$ cat src/rtl/hazard_stall_unit.sv
// hazard_stall_unit: load-use hazard detection and stall control between ID and EX.
// A load-use match stalls the front end in the detection cycle with zero latency.
// The stall is held for at least STALL_CYCLES cycles and until data memory
// reports the load data ready. A taken branch flushes IF/ID and overrides any
// stall. A saturating counter records every cycle in which the PC is held.
module hazard_stall_unit #(
  parameter int REG_W        = 3,
  parameter int STALL_CYCLES = 1,
  parameter int PERF_W       = 16
) (
  input  logic              clk,
  input  logic              rst,
  input  logic              EX_memread,
  input  logic [REG_W-1:0]  EX_rt,
  input  logic [REG_W-1:0]  ID_rs,
  input  logic [REG_W-1:0]  ID_rt,
  input  logic              ID_rs_used,
  input  logic              ID_rt_used,
  input  logic              EX_branch_taken,
  input  logic              dmem_ready,
  input  logic              perf_clear,
  output logic              hazard,
  output logic              PCwrite,
  output logic              IF_IDwrite,
  output logic              IF_IDflush,
  output logic              stall_active,
  output logic [PERF_W-1:0] stall_count
);

  typedef enum logic {IDLE, STALL} state_t;

  localparam int         CNT_W   = 4;
  localparam logic [CNT_W-1:0] CNT_INIT = CNT_W'(STALL_CYCLES - 1);
  // With a single-cycle minimum the detection cycle alone can cover the load.
  localparam bit         ONE_CYC = (STALL_CYCLES == 1);

  state_t           state;
  logic [CNT_W-1:0] cnt;
  logic             match;

  // Register 0 is not special: it is compared like any other register.
  assign match = EX_memread &
                 ((ID_rs_used & (EX_rt == ID_rs)) | (ID_rt_used & (EX_rt == ID_rt)));

  // Output decode: branch beats stall; while in STALL the match is not looked at.
  always_comb begin
    hazard     = 1'b0;
    PCwrite    = 1'b1;
    IF_IDwrite = 1'b1;
    IF_IDflush = 1'b0;
    if (!rst) begin
      if (EX_branch_taken) begin
        IF_IDflush = 1'b1;
        hazard     = 1'b1;
      end else if (state == STALL || match) begin
        hazard     = 1'b1;
        PCwrite    = 1'b0;
        IF_IDwrite = 1'b0;
      end
    end
  end

  assign stall_active = !rst && (state == STALL);

  // Stall FSM: cnt holds remaining minimum cycles; exit needs cnt<=1 and ready data.
  always_ff @(posedge clk or posedge rst) begin
    if (rst) begin
      state <= IDLE;
      cnt   <= '0;
    end else begin
      case (state)
        IDLE: begin
          if (!EX_branch_taken && match && !(ONE_CYC && dmem_ready)) begin
            state <= STALL;
            cnt   <= CNT_INIT;
          end
        end
        STALL: begin
          if (EX_branch_taken) begin
            state <= IDLE;
            cnt   <= '0;
          end else if (cnt <= CNT_W'(1) && dmem_ready) begin
            state <= IDLE;
            cnt   <= '0;
          end else if (cnt != '0) begin
            cnt <= cnt - CNT_W'(1);
          end
        end
        default: begin
          state <= IDLE;
          cnt   <= '0;
        end
      endcase
    end
  end

  // Saturating count of PC-hold cycles; clear wins over increment.
  always_ff @(posedge clk or posedge rst) begin
    if (rst)
      stall_count <= '0;
    else if (perf_clear)
      stall_count <= '0;
    else if (!PCwrite && stall_count != '1)
      stall_count <= stall_count + PERF_W'(1);
  end

endmodule

$ cat config.mk
export PLATFORM = sky130hd
export DESIGN_NAME = hazard_stall_unit
export DESIGN_NICKNAME = d
export VERILOG_FILES = /design/src/rtl/hazard_stall_unit.sv
export SDC_FILE = /design/constraint.sdc
export NUM_CORES = 1
export LEC_CHECK = 0
export ABC_AREA = 1
export CAP_MARGIN = 10
export CORE_ASPECT_RATIO = 2
export CORE_MARGIN = 4
export CORE_UTILIZATION = 49
export CTS_CLUSTER_DIAMETER = 120
export DETAILED_ROUTE_END_ITERATION = 10
export PLACE_DENSITY_LB_ADDON = 0.15
export SETUP_SLACK_MARGIN = 0.02
export SLEW_MARGIN = 20
export SYNTH_ARGS = -nofsm -noshare
export SYNTH_HDL_FRONTEND = slang
export SYNTH_SLANG_ARGS = --single-unit
$ cat constraint.sdc
create_clock -name clk -period 2.2 [get_ports clk]
set_clock_uncertainty 0.05 [all_clocks]
set_input_delay 0.44 -clock clk [delete_from_list [all_inputs] [get_ports clk]]
set_output_delay 0.44 -clock clk [all_outputs]
set_load 0.02 [all_outputs]
# Word level (Yosys, flattened, before mapping)
# Cells that the tools add are included.
# word_totals
register_bits	21
out_inout_bits	21
# classes
n_reduce_logical	13
n_addsub	2
order_cmp	1
n_mux	19
eq_ne	5
bitwise	5
# ops
cell	n
$mux W16	2
$add A16 B1 Y16 const B	1
$mux W4	4
$ne A16 B16 Y1 const B	1
$mux W1	11
$pmux W4 S2	1
$eq A3 B3 Y1	2
$logic_and A1 B1 Y1	5
$le A4 B1 Y1 const B	1
$logic_not A1 Y1	4
$ne A4 B2 Y1 const B	1
$reduce_bool A4 Y1	1
$sub A4 B1 Y4 const B	1
$and A1 B1 Y1	3
$ne A2 B2 Y1 const B	1
$pmux W1 S2	1
$reduce_and A2 Y1	1
$reduce_bool A2 Y1	1
$logic_or A1 B1 Y1	1
$not A1 Y1	1
$or A1 B1 Y1	1

# Logic depth before layout (Yosys ltp)
# logic_depth
word_depth	12
ltp_mapped	13

# Worst setup path before layout
# Ideal clock, no wire load.
# synth_timing
path_type	reg2reg
start	register stall_count[0]
end	register stall_count[10]
period_less_slack_ns	1.825
arrival_time_ns	1.657
path_slack_ns	0.375
path_stages_with_launch	12
path_buffers	1
setup_ns	0.118
t_required_ns	2.032
cell_sequence	dfrtp_1 ha_1 nand2_1 nor2_4 nand2_2 nor2_4 nand4_2 nand3_4 nand2_4 buf_6 nand2_1 nand2_1
# synth_between
elab_chain_len	3
# synth_lines
element	line_no	source
from (decl)	27	output logic [PERF_W-1:0] stall_count
from (signal assigned)	104	stall_count <= stall_count + PERF_W'(1);
$add A16 B1 Y16 / $ne A16 B16 Y1 (equally long branches)	104, 103	
$mux W16 / $logic_and A1 B1 Y1 (equally long branches)	103	else if (!PCwrite && stall_count != '1)
$mux W16 / $reduce_bool A2 Y1 (equally long branches)	-	
# Parallel ways exist; a longest one is shown, timed or not. The select of a mux whose other input is x is not followed.
# A chain may end at the register's enable or synchronous reset.

# Final worst setup path
# layout_timing
start	input port rst
end	output port stall_active
# layout_between
elab_chain_len	2
# layout_lines
element	line_no	source
from (decl)	12	input logic rst,
$logic_not A1 Y1 (no source line)	-	
$logic_and A1 B1 Y1	63	assign stall_active = !rst && (state == STALL);
to (decl)	26	output logic stall_active,
# No other way between the ends.

==> reports/summary.txt <==
status: finished clean
crit share post-route: 0.9733
ANT cells: 0
H-Tree Depth: 1
pwr dens: 401.7 nW/um2
setup repair bufs after CTS: 0
most frequent cells after synthesis: nand2_1, nor2_1, nand3_1, dfrtp_1, inv_1
worst skew pair latency: 0.26 ns
I/O pin count: 38
reg2reg end: stall_count[2]$_DFFE_PP0P_
I/O Buffers: 37
Cell variety after synth: 30
Placed Instances: 295
Die X: 47.11 um
clock root buffer: clkbuf_8
DR iter-0 viols: 50
Final ANT Viol Nets: 0
Vias: 1,539
Avg Cell Area, Syn: 6.752 um2
sequential area share after synthesis: 0.3506
Longest Clk Path Bufs: 2
CTS tree: yes
Reg clk slew, reported paths: 0.08 ns
crit-path max cell delay: 0.60 ns
Worst setup SP type: input pin
total CTS buffers: 3
worst hold path class: reg2reg
Syn Inst Count: 222
number of synthesized register bits: 21
Hold Crit Endpoint: state$_DFF_PP0_
final wirelength: 3.529 mm
Placeable Area: 2943 um2
shortest period the worst path allows: 2.141 ns
gp weighted congestion: 0.8073
initial core utilization: 0.5094
Worst Path Required: 1.71 ns
worst slew pin tran: 0.3594 ns
final core occ: 0.6892
Sequential Area: 525.5 um2
post-route worst setup slack: 0.05878 ns
slowest CP cell: clkdlybuf4s50_1
hold_sp: state$_DFF_PP0_
TritonRoute pass-1 iters: 4
pin count of the biggest net entering global routing: 22
RSZ-0062 raised after global routing: false
Detailed Place HPWL: 2.648 mm
num rows: 28
Max Fanout on Critical Path: 5
WP data arrival: 1.65 ns
worst hold stages: 1
setup slack, reg-to-reg: 0.42 ns
GRT overflow: 0
most numerous cell in the Yosys netlist: nand2_1
Num Clock Sinks: 21
ys flop type: dfrtp_1
layout cells sized above 1: 0.1190
total track usage: 0.1922
Top cell by count, worst path: clkdlybuf4s50_1
Achievable Freq: 467.0 MHz
Synth area leader: dfrtp_1
setup violators final: 0
crit-path cells: clkdlybuf4s50_1 -> nor2_1 -> clkdlybuf4s50_1
DRC: 0
max cap viols: 0
VDD IR-drop max: 492.8 uV
Hold Buf Count CTS: 0
WHS: 0.4544 ns
Final Hold Viols: 0
setup TNS: 0 ns
Die Y-Extent: 86.22 um
P_leak: 1.074 nW
ranking of synthesized cells by area: dfrtp_1, nand2_1, nor2_1
first-pass GRT wire length: 5.968 mm
number of max-slew violations in the final report: 0
r2r startpoint: stall_count[0]$_DFFE_PP0P_
mapped cell area: 1499 um2
layout net count: 290
r2r worst-path depth: 10
vias in the first global route: 1,487
endpoint class of the critical path: output pin
synth-to-layout area growth: 35.31%
crit path buf inv count: 2
Largest delay share family, worst path: buffers and inverters
number of synthesized flops with an enable pin: 0
Place WS: -0.4274 ns
fillcell total: 263
fraction of registers with async set or reset after synthesis: 1.000
CP Class: in2out
Ys Warns: 0
multi-input logic area: 865.8 um2
DIE AREA: 4062 um2
Mapped Nets: 242
wire length per cell: 11.80 um
initial antenna violation count: 0
Synth top area share: 0.3506
Cell Count, Final, Fillers Out: 299
max_slew headroom: 0.7595
Vias per Instance: 5.147
## registers in the layout, summed over array words and instances (netlist names)
| signal | count |
|---|---|
| stall_count | 16 |
| cnt | 4 |
| state | 1 |
## routing by layer
| metal | global-route usage | share of wire | vias up | routed length [um] |
|---|---|---|---|---|
| met5 | 0 | 0 | - | 0 |
| met4 | 0.05290 | 0.0071 | 0 | 25 |
| met3 | 0.02287 | 0.040 | 2 | 141 |
| met2 | 0.3594 | 0.57 | 26 | 1999 |
| met1 | 0.2115 | 0.39 | 724 | 1362 |
| li1 | - | - | 787 | - |
## cell families (layout without fill, tap and decap cells)
logic type	after synthesis	count (layout)	share of synthesized area
XOR/XNOR	11	11	0.06427
AO/OA/AOI/OAI	7	7	0.03172
AND/OR/NAND/NOR	154	154	0.4533
buffers and inverters	26	73	0.07512
adder cells (fa/ha/maj)	3	3	0.02504
flip-flops	21	21	0.3506
## per-stage QoR
stage | instance area [um2] | power, mW
detailed placement | 1956 | 0.5738
global route | 2028 | 0.8562
floorplan | 1499 | 0.4942
finish | 2028 | 0.8148
CTS | 1986 | 0.8255
global placement | 1956 | 0.5734
## report_power, final
part           switching, mW  internal [mW]  leakage [nW]  total [mW]
sequential            0.0110          0.394         0.291       0.405
clock                  0.124          0.126        0.0255       0.250
combinational         0.0852         0.0738         0.758       0.159
## worst max-delay path by stage
stage | end | slack [ns] | depth (start not counted) | from
floorplan | stall_count[10]$_DFFE_PP0P_ | 0.37 | 11 | stall_count[0]$_DFFE_PP0P_
global placement | hazard | -0.40 | 10 | EX_rt[2]
detailed placement | hazard | -0.43 | 10 | EX_rt[1]
CTS | hazard | 0.01 | 10 | EX_rt[1]
global route | stall_active | 0.03 | 3 | rst
finish | stall_active | 0.06 | 3 | rst
## final cells by class
type / instances / area share
Multi-Input combinational cell: 175 / 0.4269
Sequential cell: 21 / 0.2591
Clock buffer: 3 / 0.02036
Timing Repair Buffer: 48 / 0.2338
Clock inverter: 1 / 0.002468
Inverter: 21 / 0.03886
Tap cell: 30 / 0.01851
## repair_timing
| action | CTS | global route |
|---|---|---|
| pin swaps | 0 | 9 |
| cloned | 0 | 0 |
| endpoints found under the hold margin | 0 | 0 |
| setup endpoints to repair | 4 | 3 |
| resized for setup | 14 | 17 |
## cell usage in the layout, fill, tap and decap left out, types with 2 or more instances in the layout
cell type,netlist,layout
inv_2,1,2
nand2_2,3,4
clkbuf_8,0,3
clkdlybuf4s50_1,0,24
nand2_1,76,75
buf_6,1,2
ha_1,3,3
dfrtp_1,21,21
nor3_1,3,3
nor2_1,37,36
dlymetal6s2s_1,0,9
xor2_1,7,7
nand3_1,26,26
xnor2_1,4,4
buf_4,2,12
inv_1,19,18
nor2_4,2,2
Power figures use the tool's default switching activity.
